<file path="src/rtl/axi_rd_arbiter_pkg.sv">
// Shared types and constants for the two-requester AXI3 read arbiter.
// Pure declarations; no logic, no latency.
// No handshakes live here.
package cpu_axi_pkg;

    typedef enum logic [1:0] {
        IDLE,
        ADDR,
        DATA
    } arb_state_t;

    typedef enum logic {
        OWN_I,
        OWN_D
    } owner_t;

    localparam logic [1:0] AXI_BURST_INCR  = 2'b01;
    localparam logic [1:0] AXI_RESP_OKAY   = 2'b00;
    localparam logic [1:0] AXI_RESP_SLVERR = 2'b10;
    localparam logic [1:0] AXI_RESP_DECERR = 2'b11;

    localparam logic [3:0] DFLT_ID_I = 4'd0;
    localparam logic [3:0] DFLT_ID_D = 4'd1;

endpackage

</file>
<file path="src/rtl/axi_rd_arbiter_if.sv">
// Bundles for the arbiter: one requester-side port and the AXI3 AR/R pair.
// Wires only; no latency.
// Requester: req held until gnt. AXI: standard valid/ready on AR and R.
interface rd_req_if #(
    parameter int ADDR_W = 32,
    parameter int DATA_W = 32
);
    logic              req;
    logic [ADDR_W-1:0] addr;
    logic [3:0]        len;
    logic [2:0]        size;
    logic              gnt;
    logic              rvalid;
    logic [DATA_W-1:0] rdata;
    logic              rlast;
    logic              rerr;

    modport master (output req, addr, len, size,
                    input  gnt, rvalid, rdata, rlast, rerr);
    modport slave  (input  req, addr, len, size,
                    output gnt, rvalid, rdata, rlast, rerr);
endinterface

interface axi_rd_if #(
    parameter int ADDR_W = 32,
    parameter int DATA_W = 32
);
    logic [3:0]        arid;
    logic [ADDR_W-1:0] araddr;
    logic [3:0]        arlen;
    logic [2:0]        arsize;
    logic [1:0]        arburst;
    logic [1:0]        arlock;
    logic [3:0]        arcache;
    logic [2:0]        arprot;
    logic              arvalid;
    logic              arready;
    logic [3:0]        rid;
    logic [DATA_W-1:0] rdata;
    logic [1:0]        rresp;
    logic              rlast;
    logic              rvalid;
    logic              rready;

    modport master (output arid, araddr, arlen, arsize, arburst, arlock, arcache,
                           arprot, arvalid, rready,
                    input  arready, rid, rdata, rresp, rlast, rvalid);
    modport slave  (input  arid, araddr, arlen, arsize, arburst, arlock, arcache,
                           arprot, arvalid, rready,
                    output arready, rid, rdata, rresp, rlast, rvalid);
endinterface

</file>
<file path="src/rtl/axi_rd_arbiter_rr_arb2.sv">
// Two-way request arbiter; bit 0 = port I, bit 1 = port D. Macro: AXI_RD_ARB_RR_EN.
// Grant is combinational from req; pointer (RR build only) moves on advance.
// No backpressure; caller pulses advance when it takes the grant.
module rr_arb2 (
    input  logic       clk,
    input  logic       rst,
    input  logic [1:0] req,
    input  logic       advance,
    output logic [1:0] gnt
);

`ifdef AXI_RD_ARB_RR_EN
    // 1 when port D was granted last; reset means I went last so D wins a tie
    logic last_d_q, last_d_d;

    // On a tie the port not granted last wins
    always_comb begin
        gnt = req;
        if (req == 2'b11) begin
            gnt = last_d_q ? 2'b01 : 2'b10;
        end
    end

    // Remember who was granted each time the grant is consumed
    always_comb begin
        last_d_d = last_d_q;
        if (advance && (gnt != 2'b00)) begin
            last_d_d = gnt[1];
        end
    end

    // Pointer register
    always_ff @(posedge clk or posedge rst) begin
        if (rst) begin
            last_d_q <= 1'b0;
        end else begin
            last_d_q <= last_d_d;
        end
    end
`else
    logic unused_ok;
    assign unused_ok = ^{clk, rst, advance};

    // Fixed priority: D always beats I
    always_comb begin
        gnt = req;
        if (req[1]) begin
            gnt = 2'b10;
        end
    end
`endif

endmodule

</file>
<file path="src/rtl/axi_rd_arbiter.sv">
// Shares one AXI3 AR/R pair between fetch (I) and load (D); one burst in flight. Macro: AXI_RD_ARB_RR_EN.
// req in IDLE at N -> gnt+arvalid at N+1; arready at N+1 -> first beat at N+2; beats pass through combinationally.
// AR held stable until arready; rready only raised in DATA, dropped after rlast.
module axi_rd_arbiter
    import cpu_axi_pkg::*;
#(
    parameter int         ADDR_W = 32,
    parameter int         DATA_W = 32,
    parameter logic [3:0] ID_I   = DFLT_ID_I,
    parameter logic [3:0] ID_D   = DFLT_ID_D
) (
    input  logic     aclk,
    input  logic     areset,
    rd_req_if.slave  i_port,
    rd_req_if.slave  d_port,
    axi_rd_if.master axi
);

    arb_state_t        state_q,   state_d;
    owner_t            owner_q,   owner_d;
    logic              arvalid_q, arvalid_d;
    logic              rready_q,  rready_d;
    logic              i_gnt_q,   i_gnt_d;
    logic              d_gnt_q,   d_gnt_d;
    logic [ADDR_W-1:0] araddr_q,  araddr_d;
    logic [3:0]        arlen_q,   arlen_d;
    logic [2:0]        arsize_q,  arsize_d;
    logic [3:0]        arid_q,    arid_d;

    logic [1:0] arb_req;
    logic [1:0] arb_gnt;
    logic       arb_adv;

    assign arb_req = {d_port.req, i_port.req};
    assign arb_adv = (state_q == IDLE) && (arb_req != 2'b00);

    rr_arb2 u_arb (
        .clk     (aclk),
        .rst     (areset),
        .req     (arb_req),
        .advance (arb_adv),
        .gnt     (arb_gnt)
    );

    // Next-state: latch the winner's AR payload, wait for arready, stream beats until rlast
    always_comb begin
        state_d   = state_q;
        owner_d   = owner_q;
        arvalid_d = arvalid_q;
        rready_d  = rready_q;
        araddr_d  = araddr_q;
        arlen_d   = arlen_q;
        arsize_d  = arsize_q;
        arid_d    = arid_q;
        i_gnt_d   = 1'b0;
        d_gnt_d   = 1'b0;
        case (state_q)
            IDLE: begin
                if (arb_gnt[1]) begin
                    owner_d   = OWN_D;
                    araddr_d  = d_port.addr;
                    arlen_d   = d_port.len;
                    arsize_d  = d_port.size;
                    arid_d    = ID_D;
                    arvalid_d = 1'b1;
                    d_gnt_d   = 1'b1;
                    state_d   = ADDR;
                end else if (arb_gnt[0]) begin
                    owner_d   = OWN_I;
                    araddr_d  = i_port.addr;
                    arlen_d   = i_port.len;
                    arsize_d  = i_port.size;
                    arid_d    = ID_I;
                    arvalid_d = 1'b1;
                    i_gnt_d   = 1'b1;
                    state_d   = ADDR;
                end
            end
            ADDR: begin
                if (axi.arready) begin
                    arvalid_d = 1'b0;
                    rready_d  = 1'b1;
                    state_d   = DATA;
                end
            end
            DATA: begin
                if (axi.rvalid && axi.rlast) begin
                    rready_d = 1'b0;
                    state_d  = IDLE;
                end
            end
            default: begin
                state_d   = IDLE;
                arvalid_d = 1'b0;
                rready_d  = 1'b0;
            end
        endcase
    end

    // FSM and registered outputs; reset abandons any burst in flight
    always_ff @(posedge aclk or posedge areset) begin
        if (areset) begin
            state_q   <= IDLE;
            owner_q   <= OWN_I;
            arvalid_q <= 1'b0;
            rready_q  <= 1'b0;
            i_gnt_q   <= 1'b0;
            d_gnt_q   <= 1'b0;
            araddr_q  <= '0;
            arlen_q   <= '0;
            arsize_q  <= '0;
            arid_q    <= '0;
        end else begin
            state_q   <= state_d;
            owner_q   <= owner_d;
            arvalid_q <= arvalid_d;
            rready_q  <= rready_d;
            i_gnt_q   <= i_gnt_d;
            d_gnt_q   <= d_gnt_d;
            araddr_q  <= araddr_d;
            arlen_q   <= arlen_d;
            arsize_q  <= arsize_d;
            arid_q    <= arid_d;
        end
    end

    assign axi.arid    = arid_q;
    assign axi.araddr  = araddr_q;
    assign axi.arlen   = arlen_q;
    assign axi.arsize  = arsize_q;
    assign axi.arburst = AXI_BURST_INCR;
    assign axi.arlock  = 2'b00;
    assign axi.arcache = 4'b0000;
    assign axi.arprot  = 3'b000;
    assign axi.arvalid = arvalid_q;
    assign axi.rready  = rready_q;

    // Beat routing: only the owner sees R traffic, and only while in DATA
    logic i_sel, d_sel;
    assign i_sel = (state_q == DATA) && (owner_q == OWN_I);
    assign d_sel = (state_q == DATA) && (owner_q == OWN_D);

    assign i_port.gnt    = i_gnt_q;
    assign i_port.rvalid = i_sel && axi.rvalid;
    assign i_port.rdata  = i_sel ? axi.rdata : '0;
    assign i_port.rlast  = i_sel && axi.rlast;
    assign i_port.rerr   = i_sel && axi.rresp[1];

    assign d_port.gnt    = d_gnt_q;
    assign d_port.rvalid = d_sel && axi.rvalid;
    assign d_port.rdata  = d_sel ? axi.rdata : '0;
    assign d_port.rlast  = d_sel && axi.rlast;
    assign d_port.rerr   = d_sel && axi.rresp[1];

    // Single outstanding burst, so rid carries no routing information
    logic unused_ok;
    assign unused_ok = ^{axi.rid, axi.rresp[0]};

endmodule

</file>
<file path="src/flat_wrapper.sv">
// flat-port wrapper written by rule: the top's interface ports become plain ports
module axi_rd_arbiter_flat import cpu_axi_pkg::*;
#(
    parameter int         ADDR_W = 32,
    parameter int         DATA_W = 32,
    parameter logic [3:0] ID_I   = DFLT_ID_I,
    parameter logic [3:0] ID_D   = DFLT_ID_D
)
  (aclk, areset, i_port_req, i_port_addr, i_port_len, i_port_size, i_port_gnt, i_port_rvalid, i_port_rdata, i_port_rlast, i_port_rerr, d_port_req, d_port_addr, d_port_len, d_port_size, d_port_gnt, d_port_rvalid, d_port_rdata, d_port_rlast, d_port_rerr, axi_arid, axi_araddr, axi_arlen, axi_arsize, axi_arburst, axi_arlock, axi_arcache, axi_arprot, axi_arvalid, axi_rready, axi_arready, axi_rid, axi_rdata, axi_rresp, axi_rlast, axi_rvalid);
  rd_req_if #(.ADDR_W(ADDR_W), .DATA_W(DATA_W)) i_port_i ();
  rd_req_if #(.ADDR_W(ADDR_W), .DATA_W(DATA_W)) d_port_i ();
  axi_rd_if #(.ADDR_W(ADDR_W), .DATA_W(DATA_W)) axi_i ();
  input  logic aclk;
  input  logic areset;
  input wire logic [$bits(i_port_i.req)-1:0] i_port_req;
  input wire logic [$bits(i_port_i.addr)-1:0] i_port_addr;
  input wire logic [$bits(i_port_i.len)-1:0] i_port_len;
  input wire logic [$bits(i_port_i.size)-1:0] i_port_size;
  output wire logic [$bits(i_port_i.gnt)-1:0] i_port_gnt;
  output wire logic [$bits(i_port_i.rvalid)-1:0] i_port_rvalid;
  output wire logic [$bits(i_port_i.rdata)-1:0] i_port_rdata;
  output wire logic [$bits(i_port_i.rlast)-1:0] i_port_rlast;
  output wire logic [$bits(i_port_i.rerr)-1:0] i_port_rerr;
  input wire logic [$bits(d_port_i.req)-1:0] d_port_req;
  input wire logic [$bits(d_port_i.addr)-1:0] d_port_addr;
  input wire logic [$bits(d_port_i.len)-1:0] d_port_len;
  input wire logic [$bits(d_port_i.size)-1:0] d_port_size;
  output wire logic [$bits(d_port_i.gnt)-1:0] d_port_gnt;
  output wire logic [$bits(d_port_i.rvalid)-1:0] d_port_rvalid;
  output wire logic [$bits(d_port_i.rdata)-1:0] d_port_rdata;
  output wire logic [$bits(d_port_i.rlast)-1:0] d_port_rlast;
  output wire logic [$bits(d_port_i.rerr)-1:0] d_port_rerr;
  output wire logic [$bits(axi_i.arid)-1:0] axi_arid;
  output wire logic [$bits(axi_i.araddr)-1:0] axi_araddr;
  output wire logic [$bits(axi_i.arlen)-1:0] axi_arlen;
  output wire logic [$bits(axi_i.arsize)-1:0] axi_arsize;
  output wire logic [$bits(axi_i.arburst)-1:0] axi_arburst;
  output wire logic [$bits(axi_i.arlock)-1:0] axi_arlock;
  output wire logic [$bits(axi_i.arcache)-1:0] axi_arcache;
  output wire logic [$bits(axi_i.arprot)-1:0] axi_arprot;
  output wire logic [$bits(axi_i.arvalid)-1:0] axi_arvalid;
  output wire logic [$bits(axi_i.rready)-1:0] axi_rready;
  input wire logic [$bits(axi_i.arready)-1:0] axi_arready;
  input wire logic [$bits(axi_i.rid)-1:0] axi_rid;
  input wire logic [$bits(axi_i.rdata)-1:0] axi_rdata;
  input wire logic [$bits(axi_i.rresp)-1:0] axi_rresp;
  input wire logic [$bits(axi_i.rlast)-1:0] axi_rlast;
  input wire logic [$bits(axi_i.rvalid)-1:0] axi_rvalid;
  assign i_port_i.req = i_port_req;
  assign i_port_i.addr = i_port_addr;
  assign i_port_i.len = i_port_len;
  assign i_port_i.size = i_port_size;
  assign i_port_gnt = i_port_i.gnt;
  assign i_port_rvalid = i_port_i.rvalid;
  assign i_port_rdata = i_port_i.rdata;
  assign i_port_rlast = i_port_i.rlast;
  assign i_port_rerr = i_port_i.rerr;
  assign d_port_i.req = d_port_req;
  assign d_port_i.addr = d_port_addr;
  assign d_port_i.len = d_port_len;
  assign d_port_i.size = d_port_size;
  assign d_port_gnt = d_port_i.gnt;
  assign d_port_rvalid = d_port_i.rvalid;
  assign d_port_rdata = d_port_i.rdata;
  assign d_port_rlast = d_port_i.rlast;
  assign d_port_rerr = d_port_i.rerr;
  assign axi_arid = axi_i.arid;
  assign axi_araddr = axi_i.araddr;
  assign axi_arlen = axi_i.arlen;
  assign axi_arsize = axi_i.arsize;
  assign axi_arburst = axi_i.arburst;
  assign axi_arlock = axi_i.arlock;
  assign axi_arcache = axi_i.arcache;
  assign axi_arprot = axi_i.arprot;
  assign axi_arvalid = axi_i.arvalid;
  assign axi_rready = axi_i.rready;
  assign axi_i.arready = axi_arready;
  assign axi_i.rid = axi_rid;
  assign axi_i.rdata = axi_rdata;
  assign axi_i.rresp = axi_rresp;
  assign axi_i.rlast = axi_rlast;
  assign axi_i.rvalid = axi_rvalid;
  axi_rd_arbiter #(.ADDR_W(ADDR_W), .DATA_W(DATA_W), .ID_I(ID_I), .ID_D(ID_D)) u_core (.aclk(aclk), .areset(areset), .i_port(i_port_i), .d_port(d_port_i), .axi(axi_i));
endmodule
</file>
<file path="config.mk">
export PLATFORM = sky130hd
export DESIGN_NAME = axi_rd_arbiter_flat
export DESIGN_NICKNAME = d
export VERILOG_FILES = /design/src/rtl/axi_rd_arbiter_pkg.sv /design/src/rtl/axi_rd_arbiter_if.sv /design/src/rtl/axi_rd_arbiter_rr_arb2.sv /design/src/rtl/axi_rd_arbiter.sv /design/src/flat_wrapper.sv
export SDC_FILE = /design/constraint.sdc
export NUM_CORES = 1
export LEC_CHECK = 0
export ABC_AREA = 0
export BUFFER_PORTS_ARGS = -buffer_cell sky130_fd_sc_hd__buf_2
export CORE_MARGIN = 3
export CORE_UTILIZATION = 30
export CTS_BUF_LIST = sky130_fd_sc_hd__clkbuf_16
export CTS_CLUSTER_SIZE = 25
export DETAILED_ROUTE_END_ITERATION = 10
export SLEW_MARGIN = 20
export SYNTH_ARGS = -nofsm -noshare
export SYNTH_HDL_FRONTEND = slang
export SYNTH_SLANG_ARGS = --single-unit
</file>
<file path="constraint.sdc">
create_clock -name aclk -period 1.8 [get_ports aclk]
set_input_delay 0.27 -clock aclk [delete_from_list [all_inputs] [get_ports aclk]]
set_output_delay 0.27 -clock aclk [all_outputs]
set_load 0.03 [all_outputs]
</file>
==> report_table.html, run 1 <==
<table>
<tr><th>Metric</th><th>Value</th></tr>
<tr><th colspan="2">Setup path</th></tr>
<tr><td>Startpoint type of the worst setup path</td><td>flop</td></tr>
<tr><td>Critical-path cell list</td><td>nand2b_4 -&gt; nor2_4 -&gt; clkbuf_16 -&gt; and2_1 -&gt; buf_6</td></tr>
<tr><td>Max FO, Critical Path</td><td>17</td></tr>
<tr><td>Largest stage delay, worst path</td><td>420 ps</td></tr>
<tr><td>Required time of the worst setup path</td><td>1530 ps</td></tr>
<tr><td>Crit path buf inv count</td><td>2</td></tr>
<tr><td>Crit Path Category</td><td>reg2out</td></tr>
<tr><td>Cell with the biggest individual delay on the critical path</td><td>dfrtp_2</td></tr>
<tr><td>Endpoint arrival time on the critical path</td><td>1510 ps</td></tr>
<tr><td>Setup crit end kind</td><td>primary output</td></tr>
<tr><td>Largest delay share family, worst path</td><td>simple AND/OR/NAND/NOR gates</td></tr>
<tr><th colspan="2">Placement</th></tr>
<tr><td>Post-placement setup slack</td><td>165 ps</td></tr>
<tr><td>Detailed placer's ending HPWL</td><td>7230 um</td></tr>
<tr><td>Number of port buffers</td><td>231</td></tr>
<tr><td>Area of placed instances</td><td>0.00425 mm2</td></tr>
<tr><td>Gpl congestion</td><td>0.748</td></tr>
<tr><th colspan="2">Floorplan</th></tr>
<tr><td>Die outline height</td><td>106 um</td></tr>
<tr><td>Top Ports</td><td>251</td></tr>
<tr><td>Floorplan core area</td><td>0.00950 mm2</td></tr>
<tr><td>Count of standard-cell rows</td><td>35</td></tr>
<tr><td>Die boundary width</td><td>106 um</td></tr>
<tr><td>Floorplan die area</td><td>0.0113 mm2</td></tr>
<tr><td>Effective utilization at floorplan</td><td>0.318</td></tr>
<tr><th colspan="2">Yosys</th></tr>
<tr><td>Proportion of netlist area held by the largest area contributor</td><td>0.381</td></tr>
<tr><td>Top area cells in the synthesized netlist</td><td>dfrtp_1 (38%), mux2_4 (19%), and2_1 (15%), mux2_2 (15%), buf_4 (4.7%)</td></tr>
<tr><td>Yosys warning count</td><td>0</td></tr>
<tr><td>Register bit count reported by yosys</td><td>46</td></tr>
<tr><td>Avg Cell Area, Syn</td><td>12.3 um2</td></tr>
<tr><td>Distinct cell type count of the synthesized netlist</td><td>25</td></tr>
<tr><td>Cell taking the most area after synthesis</td><td>dfrtp_1</td></tr>
<tr><td>Post-synthesis cell area</td><td>0.00302 mm2</td></tr>
<tr><td>Fraction of the yosys area taken by sequential cells</td><td>0.381</td></tr>
<tr><td>Number of standard cells after synthesis</td><td>246</td></tr>
<tr><th colspan="2">Global routing</th></tr>
<tr><td>Aggregate global-route resource usage</td><td>0.150</td></tr>
<tr><td>Final global-route overflow total</td><td>0</td></tr>
<tr><td>Wire length of the first global-routing pass</td><td>13,600 um</td></tr>
<tr><td>Number of antenna violations at the first check in global routing</td><td>0</td></tr>
<tr><td>Largest net degree at the start of global routing</td><td>47</td></tr>
<tr><td>Via count of the first global-routing pass</td><td>2,634</td></tr>
<tr><th colspan="2">Status</th></tr>
<tr><td>Status</td><td>complete, no violations</td></tr>
<tr><th colspan="2">Routing</th></tr>
<tr><td>Average routed wire per standard cell</td><td>15.2 um</td></tr>
<tr><td>Post-Route WL</td><td>9230 um</td></tr>
<tr><td>Vias per std cell</td><td>4.31</td></tr>
<tr><td>Initial DRC Count</td><td>81</td></tr>
<tr><td>Number of remaining DRC errors</td><td>0</td></tr>
<tr><td>Vias</td><td>2,621</td></tr>
<tr><td>Routed Antenna Nets</td><td>0</td></tr>
<tr><td>DRT Pass-1 Iters</td><td>4</td></tr>
<tr><th colspan="2">STA</th></tr>
<tr><td># setup viols final</td><td>0</td></tr>
<tr><td>Minimum period implied by the final worst setup slack</td><td>1780 ps</td></tr>
<tr><td>Final hold violations</td><td>0</td></tr>
<tr><td>Clock skew after layout</td><td>5.55 ps</td></tr>
<tr><td>Hold slack</td><td>120 ps</td></tr>
<tr><td>Actual slew at the worst max-slew pin</td><td>570 ps</td></tr>
<tr><td>Highest achievable clock rate</td><td>0.561 GHz</td></tr>
<tr><td>Worst max-slew margin expressed relative to the limit</td><td>0.620</td></tr>
<tr><td>Unrepaired setup endpoints after global routing</td><td>true</td></tr>
<tr><td>Final critical-path share of the clock period</td><td>0.991</td></tr>
<tr><td>Minimum setup slack in the final design</td><td>16.1 ps</td></tr>
<tr><td>Number of slew-limit violations in the final report</td><td>0</td></tr>
<tr><th colspan="2">Layout</th></tr>
<tr><td>Cell area after layout</td><td>0.00473 mm2</td></tr>
<tr><td>Net count reported at finish</td><td>601</td></tr>
<tr><td>Inserted Diodes</td><td>0</td></tr>
<tr><td>Ratio of cells with drive above 1 in the final layout</td><td>0.718</td></tr>
<tr><td>Fillcell total</td><td>898</td></tr>
<tr><td>Layout overhead on the synthesized area</td><td>56.8%</td></tr>
<tr><th colspan="2">Power</th></tr>
<tr><td>Worst IR drop on VDD</td><td>0.781 mV</td></tr>
<tr><td>Leakage power total</td><td>2.49 nW</td></tr>
<tr><td>Power per standard cell area</td><td>1580 mW/mm2</td></tr>
<tr><th colspan="2">Clocking</th></tr>
<tr><td>Worst skew pair latency</td><td>280 ps</td></tr>
<tr><td>Clock transition at the register clock pins on the worst setup and hold paths after CTS</td><td>60 ps</td></tr>
<tr><td>CTS tree</td><td>yes</td></tr>
<tr><td>Number of buffers created by CTS</td><td>5</td></tr>
<tr><td>Clock sink total</td><td>46</td></tr>
<tr><td>Clock root buffer master</td><td>clkbuf_16</td></tr>
<tr><td>H-tree levels</td><td>2</td></tr>
<tr><td>Max clock buf depth</td><td>2</td></tr>
<tr><th colspan="2">Job</th></tr>
<tr><td>Count of maximum capacitance violations</td><td>0</td></tr>
<tr><th colspan="2">Min path</th></tr>
<tr><td>Worst hold-check path type</td><td>in2async</td></tr>
</table>
## Yosys cell counts
cell and number:
a21o_1 1, a21oi_1 1, and2_1 72, buf_12 3, buf_4 19, buf_6 1, buf_8 1, clkbuf_1 1
clkbuf_2 5, conb_1 2, dfrtp_1 46, inv_1 2, mux2_2 40, mux2_4 38, nand2_1 1, nand2b_2 1
nor2_2 1, nor2_4 2, nor3b_1 1, nor4b_1 1, o21a_4 1, o21ai_0 2, o22ai_1 1, o2bb2ai_1 1
or2_2 2
## logic make-up (layout without fill, tap and decap cells)
family                 Yosys count  after routing  share of synthesized area
and+or+nand+nor                 81             81                      0.172
muxes                           78             78                      0.338
DFF                             46             46                      0.381
buffers and inverters           32            253                     0.0879
AOI/OAI and AO/OA                7              7                     0.0174
other                            2             14                    0.00249
## cell usage in the layout, fill, tap and decap left out, types with 2 or more instances in the layout
cell | Yosys | layout
and2_1 | 72 | 66
and2_4 | 0 | 6
buf_12 | 3 | 4
buf_2 | 0 | 168
buf_4 | 19 | 24
buf_6 | 1 | 34
clkbuf_16 | 0 | 6
clkbuf_4 | 0 | 12
conb_1 | 2 | 14
dfrtp_1 | 46 | 44
dfrtp_2 | 0 | 2
mux2_2 | 40 | 40
mux2_4 | 38 | 38
nor2_4 | 2 | 2
o21ai_0 | 2 | 2
or2_2 | 2 | 2
## state kept, by name, indices dropped and copies added (netlist names)
name                count
u_core.axi.arid         1
u_core.axi.arsize       3
u_core.axi.rready       1
u_core.state_q          2
u_core.axi.arlen        4
u_core.d_port.gnt       1
u_core.axi.arvalid      1
u_core.axi.araddr      32
u_core.i_port.gnt       1
## cell type report
cell class                      count  area, um2  share of cell area
Tap cell                          129        161              0.0341
Inverter                            2       7.51             0.00159
Clock buffer                        5        125              0.0264
Sequential cell                    46       1150               0.244
Clock inverter                      3       20.0             0.00423
Multi-Input combinational cell    180       1670               0.352
Timing Repair Buffer              243       1600               0.338
## routing by layer
layer,GRT usage,share of wire,vias to the layer above,wire length (um)
met5,0,0,-,0
met4,0.0324,0.0041,0,38
met3,0.0322,0.080,2,737
met2,0.272,0.51,146,4750
met1,0.182,0.40,1220,3700
li1,-,-,1253,-
## worst reg2reg max path: stages (launching register included)
cell and delay, ps:
dfrtp_2 420, buf_4 150, nor2_2 150, o21a_4 270, buf_12 190, mux2_2 350
## final timing paths
kind,slack [ps],depth (start not counted),startpoint,end
worst max-delay path,20,5,u_core.state_q[0],i_port_rdata[31]
worst min-delay path,120,3,areset,u_core.axi.araddr[12]
max in group asynchronous,1250,3,areset,u_core.state_q[1]
min in group aclk,280,2,i_port_req,u_core.i_port.gnt
worst min register to register,490,1,u_core.axi.arvalid,u_core.axi.arvalid
worst max register to register,170,5,u_core.state_q[0],u_core.axi.araddr[21]
## through the flow
stage,util,setup TNS [ps],std cells,power (W)
3_3_place_gp,0.447,0,598,0.00629
4_1_cts,0.468,0,606,0.00734
3_5_place_dp,0.447,0,598,0.00635
6_report,0.498,0,608,0.00748
2_1_floorplan,-,0,258,0.00522
5_1_grt,0.498,-1080,608,0.00789
## repair_timing
action                                  CTS  global route
cloned                                    0             1
resized for setup                        22           119
setup buffers                             0             1
endpoints found under the setup margin   70            70
hold buffers                              0             0
## power by group
group          total (W)  internal [W]  switching [W]
clock network   0.000892      0.000514       0.000378
registers        0.00190       0.00157       0.000332
logic            0.00469       0.00208        0.00261
total            0.00748       0.00416        0.00332
Power figures use the tool's default switching activity.
==> run 2, diff against run 1 <==
--- a/config.mk
+++ b/config.mk
@@ -6,12 +6,16 @@
 export NUM_CORES = 1
 export LEC_CHECK = 0
 export ABC_AREA = 0
-export BUFFER_PORTS_ARGS = -buffer_cell sky130_fd_sc_hd__buf_2
+export CELL_PAD_IN_SITES_DETAIL_PLACEMENT = 1
+export CELL_PAD_IN_SITES_GLOBAL_PLACEMENT = 1
 export CORE_MARGIN = 3
 export CORE_UTILIZATION = 30
 export CTS_BUF_LIST = sky130_fd_sc_hd__clkbuf_16
 export CTS_CLUSTER_SIZE = 25
 export DETAILED_ROUTE_END_ITERATION = 10
+export DONT_BUFFER_PORTS = 1
+export PLACE_DENSITY_LB_ADDON = 0.1
+export SETUP_SLACK_MARGIN = 0.3
 export SLEW_MARGIN = 20
 export SYNTH_ARGS = -nofsm -noshare
 export SYNTH_HDL_FRONTEND = slang
==> report_table.html, run 2 (synthesis gave the netlist of run 1 again) <==
<table>
<tr><th>Metric</th><th>Value</th></tr>
<tr><th colspan="2">Status</th></tr>
<tr><td>Status</td><td>complete, no violations</td></tr>
<tr><th colspan="2">Floorplan</th></tr>
<tr><td>Die boundary width</td><td>106 um</td></tr>
<tr><td>Effective utilization at floorplan</td><td>0.318</td></tr>
<tr><td>Die outline height</td><td>106 um</td></tr>
<tr><td>Count of standard-cell rows</td><td>35</td></tr>
<tr><td>Top Ports</td><td>251</td></tr>
<tr><td>Floorplan core area</td><td>0.00950 mm2</td></tr>
<tr><td>Floorplan die area</td><td>0.0113 mm2</td></tr>
<tr><th colspan="2">Layout</th></tr>
<tr><td>Ratio of cells with drive above 1 in the final layout</td><td>0.736</td></tr>
<tr><td>Area taken by flip-flops and latches</td><td>0.00115 mm2</td></tr>
<tr><td>Non-filler instance count after layout</td><td>409</td></tr>
<tr><td>Commonest cells after routing, fill and taps aside</td><td>and2_4 (68), dfrtp_1 (44), mux2_2 (40)</td></tr>
<tr><td>Cell area after layout</td><td>0.00401 mm2</td></tr>
<tr><td>Multi-input combinational cell area</td><td>0.00183 mm2</td></tr>
<tr><td>Number of flip-flops under the largest register name</td><td>32</td></tr>
<tr><td>Commonest non-fill, non-tap cell in the layout</td><td>and2_4</td></tr>
<tr><td>Layout overhead on the synthesized area</td><td>32.9%</td></tr>
<tr><td>Net count reported at finish</td><td>403</td></tr>
<tr><td>Fillcell total</td><td>1,000</td></tr>
<tr><td>Inserted Diodes</td><td>0</td></tr>
<tr><th colspan="2">Routing</th></tr>
<tr><td>Average routed wire per standard cell</td><td>22.4 um</td></tr>
<tr><td>Vias per std cell</td><td>4.78</td></tr>
<tr><td>Vias</td><td>1,954</td></tr>
<tr><td>Number of remaining DRC errors</td><td>0</td></tr>
<tr><td>DRT Pass-1 Iters</td><td>6</td></tr>
<tr><td>Initial DRC Count</td><td>68</td></tr>
<tr><td>Post-Route WL</td><td>9170 um</td></tr>
<tr><td>Routed Antenna Nets</td><td>0</td></tr>
<tr><th colspan="2">STA</th></tr>
<tr><td>Minimum setup slack in the final design</td><td>59.5 ps</td></tr>
<tr><td>Number of slew-limit violations in the final report</td><td>0</td></tr>
<tr><td>Summed negative setup slack over all endpoints</td><td>0 ps</td></tr>
<tr><td>Minimum period implied by the final worst setup slack</td><td>1740 ps</td></tr>
<tr><td>Final hold violations</td><td>0</td></tr>
<tr><td>Actual slew at the worst max-slew pin</td><td>518 ps</td></tr>
<tr><td>Clock skew after layout</td><td>4.19 ps</td></tr>
<tr><td># setup viols final</td><td>0</td></tr>
<tr><td>Worst max-slew margin expressed relative to the limit</td><td>0.654</td></tr>
<tr><td>Final critical-path share of the clock period</td><td>0.967</td></tr>
<tr><td>Unrepaired setup endpoints after global routing</td><td>true</td></tr>
<tr><td>Highest achievable clock rate</td><td>0.575 GHz</td></tr>
<tr><th colspan="2">Global routing</th></tr>
<tr><td>Wire length of the first global-routing pass</td><td>11,900 um</td></tr>
<tr><td>Aggregate global-route resource usage</td><td>0.135</td></tr>
<tr><td>Via count of the first global-routing pass</td><td>2,060</td></tr>
<tr><td>Final global-route overflow total</td><td>0</td></tr>
<tr><td>Largest net degree at the start of global routing</td><td>43</td></tr>
<tr><td>Number of antenna violations at the first check in global routing</td><td>0</td></tr>
<tr><th colspan="2">Setup path</th></tr>
<tr><td>Endpoint arrival time on the critical path</td><td>1470 ps</td></tr>
<tr><td>Most numerous cell on the critical path</td><td>buf_12</td></tr>
<tr><td>Setup crit end kind</td><td>primary output</td></tr>
<tr><td>Crit path buf inv count</td><td>3</td></tr>
<tr><td>Largest delay share family, worst path</td><td>simple AND/OR/NAND/NOR gates</td></tr>
<tr><td>Largest stage delay, worst path</td><td>400 ps</td></tr>
<tr><td>Cell with the biggest individual delay on the critical path</td><td>dfrtp_2</td></tr>
<tr><td>Critical-path cell list</td><td>nand2b_4 -&gt; nor2_4 -&gt; buf_12 -&gt; buf_12 -&gt; and2_4 -&gt; buf_6</td></tr>
<tr><td>Max FO, Critical Path</td><td>6</td></tr>
<tr><td>Required time of the worst setup path</td><td>1530 ps</td></tr>
<tr><td>Startpoint type of the worst setup path</td><td>flop</td></tr>
<tr><td>Crit Path Category</td><td>reg2out</td></tr>
<tr><th colspan="2">Clocking</th></tr>
<tr><td>Clock transition at the register clock pins on the worst setup and hold paths after CTS</td><td>60 ps</td></tr>
<tr><td>Max clock buf depth</td><td>2</td></tr>
<tr><td>H-tree levels</td><td>2</td></tr>
<tr><td>Worst skew pair latency</td><td>280 ps</td></tr>
<tr><td>Number of buffers created by CTS</td><td>5</td></tr>
<tr><td>Clock root buffer master</td><td>clkbuf_16</td></tr>
<tr><td>Clock sink total</td><td>46</td></tr>
<tr><td>CTS tree</td><td>yes</td></tr>
<tr><th colspan="2">Placement</th></tr>
<tr><td>Post-placement setup slack</td><td>230 ps</td></tr>
<tr><td>Number of port buffers</td><td>0</td></tr>
<tr><td>Area of placed instances</td><td>0.00326 mm2</td></tr>
<tr><td>Detailed placer's ending HPWL</td><td>6240 um</td></tr>
<tr><td>Instance count after placement with tap cells included</td><td>373</td></tr>
<tr><td>Gpl congestion</td><td>0.650</td></tr>
<tr><th colspan="2">Job</th></tr>
<tr><td>Count of maximum capacitance violations</td><td>0</td></tr>
<tr><th colspan="2">Power</th></tr>
<tr><td>Leakage power total</td><td>1.82 nW</td></tr>
<tr><td>Power per standard cell area</td><td>1940 mW/mm2</td></tr>
<tr><td>Total Power</td><td>0.00779 W</td></tr>
<tr><td>Worst IR drop on VDD</td><td>0.665 mV</td></tr>
<tr><th colspan="2">Min path</th></tr>
<tr><td>Worst hold-check path type</td><td>in2reg</td></tr>
</table>
[run 2: changes by cell type in the layout (fill, tap and decap cells not counted), sizes merged]
cell	change
bufbuf	+1
inv	-1
dlygate4sd3	+1
clkinvlp	-1
buf	-193
bufinv	+1
clkbuf	-7
[run 2: final timing paths]
| check | from | to | cells past startpoint | slack [ps] |
|---|---|---|---|---|
| setup / recovery | u_core.state_q[0] | d_port_rdata[0] | 6 | 60 |
| hold / removal | d_port_req | u_core.i_port.gnt | 1 | 70 |
| setup reg to reg | u_core.state_q[0] | u_core.axi.araddr[21] | 7 | 130 |
| hold reg to reg | u_core.state_q[0] | u_core.i_port.gnt | 2 | 590 |
| max in group asynchronous | areset | u_core.state_q[0] | 3 | 780 |
| min in group asynchronous | areset | u_core.axi.araddr[19] | 2 | 480 |
[run 2: metrics by stage]
stage	util	hold WS (ps)
2_1_floorplan	-	437
3_3_place_gp	0.343	230
3_5_place_dp	0.343	236
4_1_cts	0.384	59.9
5_1_grt	0.422	64.2
6_report	0.422	69.6
[run 2: final cells by class]
class	instances	area share
clock inverters	2	0.00842
repair buffers	45	0.175
multi-input cells	180	0.456
flip-flops and latches	46	0.288
clock buffers	5	0.0312
well taps	129	0.0402
inverters	2	0.00187
[run 2: what timing repair did]
action	4_1_cts	5_1_grt
hold endpoints to repair	22	0
setup buffers	3	14
setup endpoints to repair	71	109
gates resized for setup	67	16
hold buffers	1	0
pin swaps	31	38
gates cloned	3	8
[run 2: layer usage]
metal | GRT usage | wire length (um) | up-vias | part of all wire
met5 | 0 | 0 | - | 0
met4 | 0.0278 | 111 | 0 | 0.012
met3 | 0.0492 | 969 | 8 | 0.11
met2 | 0.249 | 5020 | 143 | 0.55
met1 | 0.147 | 3070 | 948 | 0.33
li1 | - | - | 855 | -
[run 2: power breakdown]
part / switching [W] / internal (W)
Clock: 0.000369 / 0.000643
Combinational: 0.00155 / 0.00227
Sequential: 0.00141 / 0.00155
[run 2: worst reg2reg max path: stages (launching register included)]
cell     delay, ps
dfrtp_2        400
buf_4          160
nor2_4         130
o21a_4         180
buf_8          130
buf_4          120
buf_12         120
mux2_2         330
==> run 3, diff against run 2 <==
--- a/config.mk
+++ b/config.mk
@@ -19,4 +19,5 @@
 export SLEW_MARGIN = 20
 export SYNTH_ARGS = -nofsm -noshare
 export SYNTH_HDL_FRONTEND = slang
+export SYNTH_HIERARCHICAL = 1
 export SYNTH_SLANG_ARGS = --single-unit
==> report_table.html, run 3 <==
<table>
<tr><th>Metric</th><th>Value</th></tr>
<tr><th colspan="2">Setup path</th></tr>
<tr><td>Beginning of the worst register-to-register path</td><td>u_core/state_q[0]</td></tr>
<tr><td>Max FO, Critical Path</td><td>8</td></tr>
<tr><td>Required time of the worst setup path</td><td>1530 ps</td></tr>
<tr><td>Worst-case reg-to-reg path depth</td><td>6</td></tr>
<tr><td>Crit Path Category</td><td>reg2out</td></tr>
<tr><td>Setup crit end kind</td><td>primary output</td></tr>
<tr><td>Slack of the worst reg-to-reg path</td><td>120 ps</td></tr>
<tr><td>Endpoint arrival time on the critical path</td><td>1460 ps</td></tr>
<tr><td>Startpoint type of the worst setup path</td><td>flop</td></tr>
<tr><td>Capture instance of the worst register-to-register path</td><td>u_core/axi.araddr[27]</td></tr>
<tr><th colspan="2">Routing</th></tr>
<tr><td>DRT Pass-1 Iters</td><td>3</td></tr>
<tr><td>Vias</td><td>1,930</td></tr>
<tr><td>Routed Antenna Nets</td><td>0</td></tr>
<tr><td>Number of remaining DRC errors</td><td>0</td></tr>
<tr><td>Initial DRC Count</td><td>58</td></tr>
<tr><td>Vias per std cell</td><td>4.75</td></tr>
<tr><td>Post-Route WL</td><td>8630 um</td></tr>
<tr><td>Average routed wire per standard cell</td><td>21.3 um</td></tr>
<tr><th colspan="2">Floorplan</th></tr>
<tr><td>Die outline height</td><td>107 um</td></tr>
<tr><td>Die boundary width</td><td>107 um</td></tr>
<tr><td>Count of standard-cell rows</td><td>36</td></tr>
<tr><td>Top Ports</td><td>251</td></tr>
<tr><td>Effective utilization at floorplan</td><td>0.312</td></tr>
<tr><td>Floorplan core area</td><td>0.00991 mm2</td></tr>
<tr><td>Floorplan die area</td><td>0.0115 mm2</td></tr>
<tr><th colspan="2">STA</th></tr>
<tr><td>Final hold violations</td><td>0</td></tr>
<tr><td>Clock skew after layout</td><td>7.55 ps</td></tr>
<tr><td>Unrepaired setup endpoints after global routing</td><td>true</td></tr>
<tr><td>Minimum setup slack in the final design</td><td>65.1 ps</td></tr>
<tr><td>Final critical-path share of the clock period</td><td>0.964</td></tr>
<tr><td># setup viols final</td><td>0</td></tr>
<tr><td>Actual slew at the worst max-slew pin</td><td>498 ps</td></tr>
<tr><td>Summed negative setup slack over all endpoints</td><td>0 ps</td></tr>
<tr><td>Minimum period implied by the final worst setup slack</td><td>1730 ps</td></tr>
<tr><td>Number of slew-limit violations in the final report</td><td>0</td></tr>
<tr><td>Worst max-slew margin expressed relative to the limit</td><td>0.668</td></tr>
<tr><td>Highest achievable clock rate</td><td>0.576 GHz</td></tr>
<tr><th colspan="2">Min path</th></tr>
<tr><td>Beginning of the worst hold path</td><td>d_port_req</td></tr>
<tr><td>Hold Path Stages</td><td>1</td></tr>
<tr><td>Worst hold-check path type</td><td>in2reg</td></tr>
<tr><td>Endpoint of the worst hold-timing path</td><td>u_core/i_port.gnt</td></tr>
<tr><th colspan="2">Yosys</th></tr>
<tr><td>Yosys warning count</td><td>6</td></tr>
<tr><td>Number of standard cells after synthesis</td><td>250</td></tr>
<tr><td>Avg Cell Area, Syn</td><td>12.4 um2</td></tr>
<tr><td>Post-synthesis cell area</td><td>0.00309 mm2</td></tr>
<tr><th colspan="2">Clocking</th></tr>
<tr><td>Clock transition at the register clock pins on the worst setup and hold paths after CTS</td><td>60 ps</td></tr>
<tr><td>CTS tree</td><td>yes</td></tr>
<tr><td>Worst skew pair latency</td><td>280 ps</td></tr>
<tr><td>Clock sink total</td><td>46</td></tr>
<tr><td>Max clock buf depth</td><td>2</td></tr>
<tr><td>H-tree levels</td><td>2</td></tr>
<tr><td>Number of buffers created by CTS</td><td>5</td></tr>
<tr><td>Clock root buffer master</td><td>clkbuf_16</td></tr>
<tr><th colspan="2">Global routing</th></tr>
<tr><td>Via count of the first global-routing pass</td><td>1,953</td></tr>
<tr><td>Final global-route overflow total</td><td>0</td></tr>
<tr><td>Number of antenna violations at the first check in global routing</td><td>0</td></tr>
<tr><td>Wire length of the first global-routing pass</td><td>11,300 um</td></tr>
<tr><td>Aggregate global-route resource usage</td><td>0.128</td></tr>
<tr><td>Largest net degree at the start of global routing</td><td>44</td></tr>
<tr><th colspan="2">Layout</th></tr>
<tr><td>Ratio of cells with drive above 1 in the final layout</td><td>0.700</td></tr>
<tr><td>Commonest cells after routing, fill and taps aside</td><td>and2_4 (49), dfrtp_1 (44), mux2_2 (40)</td></tr>
<tr><td>Inserted Diodes</td><td>0</td></tr>
<tr><td>Commonest non-fill, non-tap cell in the layout</td><td>and2_4</td></tr>
<tr><td>Layout overhead on the synthesized area</td><td>24.7%</td></tr>
<tr><td>Net count reported at finish</td><td>395</td></tr>
<tr><td>Final core area utilization</td><td>0.389</td></tr>
<tr><td>Number of flip-flops under the largest register name</td><td>32</td></tr>
<tr><th colspan="2">Power</th></tr>
<tr><td>Worst IR drop on VDD</td><td>0.751 mV</td></tr>
<tr><td>Leakage power total</td><td>1.75 nW</td></tr>
<tr><td>Power per standard cell area</td><td>1810 mW/mm2</td></tr>
<tr><th colspan="2">Placement</th></tr>
<tr><td>Post-placement setup slack</td><td>247 ps</td></tr>
<tr><td>Gpl congestion</td><td>0.615</td></tr>
<tr><td>Number of port buffers</td><td>0</td></tr>
<tr><td>Detailed placer's ending HPWL</td><td>5910 um</td></tr>
<tr><th colspan="2">Status</th></tr>
<tr><td>Status</td><td>complete, no violations</td></tr>
<tr><th colspan="2">Job</th></tr>
<tr><td>Count of maximum capacitance violations</td><td>0</td></tr>
</table>
## run 3: metal layers
metal / part of all wire / GRT usage / vias up
li1: - / - / 850
met1: 0.37 / 0.155 / 942
met2: 0.53 / 0.221 / 134
met3: 0.093 / 0.0396 / 4
met4: 0.0071 / 0.0325 / 0
met5: 0 / 0 / -
## run 3: area by class of cell
type,count,area (um2)
fill,1016,6060
multi-input combinational,182,1800
sequential,46,1150
timing repair buffer,36,559
tap,133,166
clock buffer,5,125
clock inverter,3,37.5
inverter,1,3.75
## run 3: what timing repair did
action	CTS	global route
gates resized for setup	29	34
endpoints found under the setup margin	73	107
pin swaps	18	29
endpoints found under the hold margin	20	0
hold buffers	1	0
buffers inserted	4	5
gates cloned	3	7
## run 3: stage by stage
| step | total power, W | instances | instance area, um2 | hold WS, ps |
|---|---|---|---|---|
| 3_3_place_gp | 0.00529 | 378 | 3240 | 209 |
| 3_5_place_dp | 0.00529 | 378 | 3240 | 212 |
| 5_1_grt | 0.00729 | 406 | 3850 | 40.8 |
| 6_report | 0.00695 | 406 | 3850 | 49.4 |
| 2_1_floorplan | 0.00501 | 262 | 3210 | 417 |
| 4_1_cts | 0.00670 | 394 | 3590 | 43.9 |
## run 3: how the worst max path moves through the flow
stage                            end  slack [ps]          startpoint
CTS                    d_port_rvalid          70   u_core/state_q[0]
global placement    d_port_rdata[31]         260   u_core/state_q[0]
floorplan           d_port_rdata[10]         330   u_core/state_q[0]
finish              d_port_rdata[26]          70   u_core/state_q[0]
global route           i_port_rvalid          20  u_core/axi.arid[0]
detailed placement     d_port_rvalid         250   u_core/state_q[0]
## run 3: power breakdown
| part | internal, W | switching (W) |
|---|---|---|
| Sequential | 0.00154 | 0.00140 |
| Clock | 0.000645 | 0.000367 |
| Combinational | 0.00175 | 0.00125 |
## run 3: critical path, stage by stage, from the launching register on
cell and delay [ps]:
dfrtp_2 430, and3b_2 300, buf_12 130, clkbuf_16 140
and2_4 190
